`src/rtl/dot_accumulator_pkg.sv`:
```
// Shared types and constants for the dot-product accumulator and its multiply stage.
package dot_accumulator_pkg;

  // Operand width agreed with the external multiply stage.
  localparam int unsigned MulWidth = 32;

  typedef enum logic [1:0] {
    StIdle = 2'd0,
    StRun  = 2'd1,
    StDone = 2'd2
  } dot_state_e;

endpackage

```
`src/rtl/dot_accumulator.sv`:
```
// Dot-product sequencer: feeds operand pairs to an external multiplier from registers
// and sums the returned products into a wrap-around accumulator.
module dot_accumulator
  import dot_accumulator_pkg::*;
#(
  parameter int unsigned WIDTH = MulWidth,
  parameter int unsigned LEN_W = 8
) (
  input  logic             clk,
  input  logic             rst,
  input  logic             cmd_valid,
  output logic             cmd_ready,
  input  logic [LEN_W-1:0] cmd_len,
  input  logic             in_valid,
  output logic             in_ready,
  input  logic [WIDTH-1:0] in_a,
  input  logic [WIDTH-1:0] in_b,
  output logic [WIDTH-1:0] mul_x1,
  output logic [WIDTH-1:0] mul_x2,
  input  logic [WIDTH-1:0] mul_f,
  output logic             out_valid,
  input  logic             out_ready,
  output logic [WIDTH-1:0] out_sum,
  output logic [LEN_W-1:0] out_count
);

  dot_state_e       state_q;
  logic [LEN_W-1:0] len_q;
  logic [LEN_W-1:0] remaining_q;
  logic [WIDTH-1:0] acc_q;
  logic [WIDTH-1:0] x1_q;
  logic [WIDTH-1:0] x2_q;
  logic             pend_q;
  logic             accept;

  assign accept = in_valid && in_ready;

  always_ff @(posedge clk) begin
    if (rst) begin
      state_q     <= StIdle;
      len_q       <= '0;
      remaining_q <= '0;
      acc_q       <= '0;
      x1_q        <= '0;
      x2_q        <= '0;
      pend_q      <= 1'b0;
    end else begin
      unique case (state_q)
        StIdle: begin
          if (cmd_valid) begin
            len_q       <= cmd_len;
            remaining_q <= cmd_len;
            acc_q       <= '0;
            pend_q      <= 1'b0;
            state_q     <= (cmd_len != '0) ? StRun : StDone;
          end
        end
        StRun: begin
          // pend_q marks that mul_f reflects a pair registered on the previous edge.
          if (pend_q) begin
            acc_q <= acc_q + mul_f;
          end
          pend_q <= accept;
          if (accept) begin
            x1_q        <= in_a;
            x2_q        <= in_b;
            remaining_q <= remaining_q - 1'b1;
          end
          if (remaining_q == '0 && !pend_q) begin
            state_q <= StDone;
          end
        end
        StDone: begin
          if (out_ready) begin
            state_q <= StIdle;
          end
        end
        default: state_q <= StIdle;
      endcase
    end
  end

  assign cmd_ready = (state_q == StIdle);
  assign in_ready  = (state_q == StRun) && (remaining_q != '0);
  assign out_valid = (state_q == StDone);
  assign out_sum   = acc_q;
  assign out_count = len_q;
  assign mul_x1    = x1_q;
  assign mul_x2    = x2_q;

endmodule

```
`config.mk`:
```
export PLATFORM = sky130hd
export DESIGN_NAME = dot_accumulator
export DESIGN_NICKNAME = d
export VERILOG_FILES = /design/src/rtl/dot_accumulator_pkg.sv /design/src/rtl/dot_accumulator.sv
export SDC_FILE = /design/constraint.sdc
export NUM_CORES = 1
export LEC_CHECK = 0
export BUFFER_PORTS_ARGS = -buffer_cell sky130_fd_sc_hd__buf_2
export CAP_MARGIN = 20
export CORE_AREA = 2 2 123 113
export DETAILED_ROUTE_END_ITERATION = 12
export DIE_AREA = 0 0 125 115
export GPL_ROUTABILITY_DRIVEN = 0
export PLACE_DENSITY = 0.72
export SKIP_LAST_GASP = 1
export SLEW_MARGIN = 25
export SYNTH_ARGS = -nofsm -noshare
export SYNTH_HDL_FRONTEND = slang
export SYNTH_SLANG_ARGS = --single-unit
```
`constraint.sdc`:
```
create_clock -name clk -period 4.1 [get_ports clk]
set_input_delay 0.205 -clock clk [delete_from_list [all_inputs] [get_ports clk]]
set_output_delay 0.205 -clock clk [all_outputs]
set_load 0.01 [all_outputs]
```
; ---- Word level (Yosys, flattened, before mapping)
; Cells that the tools add are included.
[word_totals]
register_bits = 115
output_inout_bits = 107
[classes]
n_eq_ne = 7
reduce_logical = 15
n_mux = 13
add_sub_neg = 2
[ops]
columns = op, count
row1 = 2-to-1 mux 32 bit, 2
row2 = one-hot mux 32 bit (2 select lines), 1
row3 = adder 32 bit, 1
row4 = 2-to-1 mux 8 bit, 2
row5 = one-hot mux 8 bit (2 select lines), 1
row6 = nonzero test 8 bit, 2
row7 = AND reduction 3 bit, 3
row8 = logical NOT 8 bit, 1
row9 = 2-to-1 mux 2 bit, 4
row10 = inequality test 2 bit (second input constant), 4
row11 = subtractor 8 x 1 -> 8 bit (second input constant), 1
row12 = one-hot mux 2 bit (3 select lines), 1
row13 = AND reduction 2 bit, 3
row14 = logical AND 1 bit, 3
row15 = == test 2 x 1 -> 1 bit (second input constant), 1
row16 = == test 2 bit (second input constant), 1
row17 = logical NOT 2 bit, 1
row18 = inequality test 2 x 1 -> 1 bit (second input constant), 1
row19 = one-hot mux 1 bit (2 select lines), 1
row20 = nonzero test 2 bit, 1
row21 = logical NOT 1 bit, 1
row22 = 2-to-1 mux 1 bit, 1

; ---- Longest topological paths before layout
[depth]
word_depth = 5
mapped_depth = 11
ltp_nobuf = 11

; ---- Worst setup path before layout
; Ideal clock, no wire load.
[synth_path]
kind = reg2reg
startpoint = register acc_q[0], in the netlist out_sum[0]
endpoint = register acc_q[30], in the netlist out_sum[30]
arrival_ps = 2473
t_required_ps = 3983
stages_incl_launch_ff = 12
path_slack_ps = 1509
setup_ps = 117
synth_period_minus_slack_ps = 2591
cell_sequence = dfxtp_1 > ha_1 > inv_1 > fa_1 > nor2b_1 > o31a_1 > o21ai_1 > a21oi_1 > o21ai_0 > a2111oi_0 > o21ai_0 > a32o_1
[synth_between]
elab_chain_len = 3
[synth_lines]
columns = element, line_no
row1 = start: declaration, dot_accumulator.sv:30  ; logic [WIDTH-1:0] acc_q;
row2 = start signal: assignment, dot_accumulator.sv:61  ; acc_q <= acc_q + mul_f;
row3 = adder 32 bit, dot_accumulator.sv:61
row4 = 2-to-1 mux 32 bit, dot_accumulator.sv:60  ; if (pend_q) begin
row5 = one-hot mux 32 bit (2 select lines), dot_accumulator.sv:48  ; unique case (state_q)
; Every way passes these cells. The select of a mux whose other input is x is not followed.
; A chain may end at the register's enable or synchronous reset.

; ---- Worst setup path in the final report
; Ends and elaborated chain as after synthesis.

==> results.py <==
metrics = {
    "global_route": {
        "grt_pass1_vias": 5248,
        "grt_util_met3_pct": 6.375,
        "use_met1_pct": 27.92,
        "use_met2_pct": 33.30,
        "antenna_found_initial": 2,
        "busiest_layer": "met2",
        "grt_max_degree": 83,
        "track_usage_pct": 21.23,
        "grt_pass1_wl_mm": 24.98,
        "grt_overflow": 0,
    },
    "setup_path": {
        "startpoint_type": "flip-flop",
        "crit_chain": "ha_1 > inv_1 > fa_1 > nor2b_1 > o31a_1 > o21ai_1 > a21oi_1 > o21ai_0 > a2111oi_0 > o21ai_0 > a32o_1",
        "critical_path_class": "reg -> reg",
        "crit_path_frequent_cell": "o21ai_0",
        "path_depth": 11,
        "reg2reg_depth": 11,
        "end_kind": "flip-flop",
        "critical_path_buf_inv_count": 1,
        "slowest_delay_ps": 530,
        "cp.required_ps": 4400,
        "crit_slowest_cell": "a2111oi_0",
        "cp_top_family": "compound AO/OA/AOI/OAI gates",
        "crit_path_max_fanout": 4,
        "cp.arrival_ps": 3310,
    },
    "detailed_routing": {
        "viasPerCell": 5.118,
        "totalWireLength_mm": 15.62,
        "drt_iter0_drc": 407,
        "drcViolationCount": 0,
        "avgRoutedWirePerCell_um": 13.68,
        "antenna_left": 0,
        "drt_pre_antenna_iters": 6,
        "num_vias": 5845,
    },
    "clocking": {
        "clk_pin_slew_ps": 50,
        "clk_path_buf_depth": 2,
        "insertion_delay_ps": 420,
        "postCtsSetupRepairBufs": 0,
        "ctsResizeCount": 0,
        "cts_buffers": 17,
        "hold_buffers": 0,
        "root_buffer": "clkbuf_16",
        "htree_levels": 4,
        "clock_sinks": 115,
        "tritoncts": "yes",
    },
    "place": {
        "dp_slack_ps": 1170,
        "dp.cells": 1108,
        "io_buffers": 215,
        "post-dp-hpwl_mm": 11.00,
    },
    "sta": {
        "relSlewSlack_pct": 32.00,
        "min_period_ps": 3007,
        "fin_crit_sh_pct": 73.34,
        "rsz0062_at_grt": "false",
        "finalSetupViolations": 0,
        "hold_viol": 0,
        "max_freq_mhz": 332.6,
        "worstMarginPinSlew_ps": 1016,
        "skew_ps": 11.45,
        "drv_slew": 0,
        "tns_ps": 0,
        "setup_ws_ps": 1093,
    },
    "flow_run": {
        "drv_cap": 0,
    },
    "yosys": {
        "syn_nets": 899,
        "synth_area_leaders": "dfxtp_1 40%, nand2_1 13%, a21oi_1 10%",
        "synth_common_cells": "203 x nand2_1, 116 x a21oi_1, 115 x dfxtp_1, 44 x nor2_1, 35 x o21ai_0",
        "synth_most_common_cell": "nand2_1",
        "syn-mean-instance-area_um2": 7.625,
        "synth_edf_count": 0,
        "syn_inst": 756,
        "yosys.area_share.simple_pct": 22.38,
        "synth_compound_area_share_pct": 23.18,
        "synth_ff_type": "dfxtp_1",
        "synth_xor_area_share_pct": 3.191,
        "synthAdderAreaFrac_pct": 7.510,
        "synth_top_cell_area_share_pct": 39.94,
        "synth-seq-area-share_pct": 39.94,
        "synth_top_family_by_area": "compound AO/OA/AOI/OAI gates",
        "async_flop_share_pct": 0,
        "ys_seq_elements": 115,
        "synthMuxAreaShare_pct": 0.3690,
        "yosys.area.top_type": "dfxtp_1",
        "synth_cell_type_count": 56,
        "syn_area_mm2": 0.005764,
        "yosys_warnings": 0,
    },
    "layout": {
        "synthToLayoutAreaGrowth_pct": 31.02,
        "finalNetCount": 1102,
        "final_core_util_pct": 57.60,
        "drive_gt1_share_pct": 27.06,
        "n_fill_cell": 1279,
        "fin_cells": 1142,
    },
    "die": {
        "fp.dieW_um": 125,
        "core_area_mm2": 0.01311,
        "dieArea_mm2": 0.01438,
        "io_pins": 216,
        "rows": 40,
        "die_height_um": 115,
        "initial_utilization_pct": 43.96,
    },
    "power": {
        "netSwitchingFraction_pct": 32.53,
        "finalPower_mw": 3.792,
        "clock_power_share_pct": 38.9,
        "comb_power_share_pct": 25.3,
        "p_leak_nw": 3.448,
        "cellPowerDensity_mw_per_mm2": 502.1,
        "p_int_mw": 2.559,
        "seq_power_share_pct": 35.8,
        "switchingPower_mw": 1.234,
        "ir_drop_mv": 0.4230,
    },
    "run_status": {
        "outcome": "completed",
    },
    "hold_path": {
        "hold_depth": 3,
        "min_path_type": "in -> reg",
    },
}
==> logic make-up (layout without fill, tap and decap cells) <==
family	count (synthesis)	in the layout
simple gates	307	307
xor+xnor	21	21
mux	2	2
buf+inv	50	266
other cells	0	2
fa+ha+maj	34	34
flops	115	115
compound gates	227	227
==> worst paths after layout <==
check,from,to,slack [ps]
max,out_sum[0],out_sum[30],1090
min,in_a[13],mul_x1[13],30
max reg2reg,out_sum[0],out_sum[30],1090
min reg2reg,mul_x2[24],mul_x2[24],450
==> cell usage in the layout (no fill, tap or decap), types with 10 or more instances in the layout <==
cell type | Yosys | final
nor2_1 | 44 | 44
a22oi_1 | 10 | 10
xnor2_1 | 13 | 13
clkbuf_16 | 0 | 17
a21oi_1 | 116 | 116
nor3_1 | 13 | 13
dfxtp_1 | 115 | 115
o21ai_0 | 35 | 35
a21o_1 | 11 | 11
ha_1 | 33 | 33
inv_1 | 14 | 14
buf_2 | 8 | 214
nand2_1 | 203 | 202
==> worst min-delay path: stages <==
cell and delay [ps]:
buf_2 90, nand2_1 40, a21oi_1 50
==> final cells by class <==
type	count	area, µm²	area share [%]
Antenna cell	2	5.005	0.06627
Clock buffer	20	466.7	6.180
Clock inverter	12	131.4	1.740
Inverter	14	52.55	0.6958
Multi-Input combinational cell	591	3268	43.27
Sequential cell	115	2302	30.48
Tap cell	168	210.2	2.783
Timing Repair Buffer	220	1116	14.78
==> per-layer routing <==
layer | vias to the layer above | routed length [µm]
met4 | 0 | 216
met5 | - | 0
li1 | 3051 | -
met2 | 179 | 7092
met3 | 18 | 1053
met1 | 2597 | 7255
==> per-stage QoR <==
stage,instance area (µm²),hold WS [ps]
finish,7552,26.62
floorplan,5764,341.0
CTS,7547,7.097
global route,7552,12.96
detailed placement,6949,443.1
global placement,6949,438.4
==> flip-flops by register name, indices dropped and copies added, names as in the netlist <==
name	cells
state_q	2
pend_q	1
out_count	8
mul_x2	32
mul_x1	32
out_sum	32
remaining_q	8
==> power by group through the flow <==
stage	Clock, mW	Combinational, mW	Sequential (mW)
4_1_cts	1.50	0.964	1.36
6_report	1.48	0.960	1.36
3_5_place_dp	0	0.961	1.38
2_1_floorplan	0	0.593	1.42
5_1_grt	1.56	1.08	1.38
3_3_place_gp	0	0.955	1.37
No activity file was read; power rests on OpenSTA's default activity.
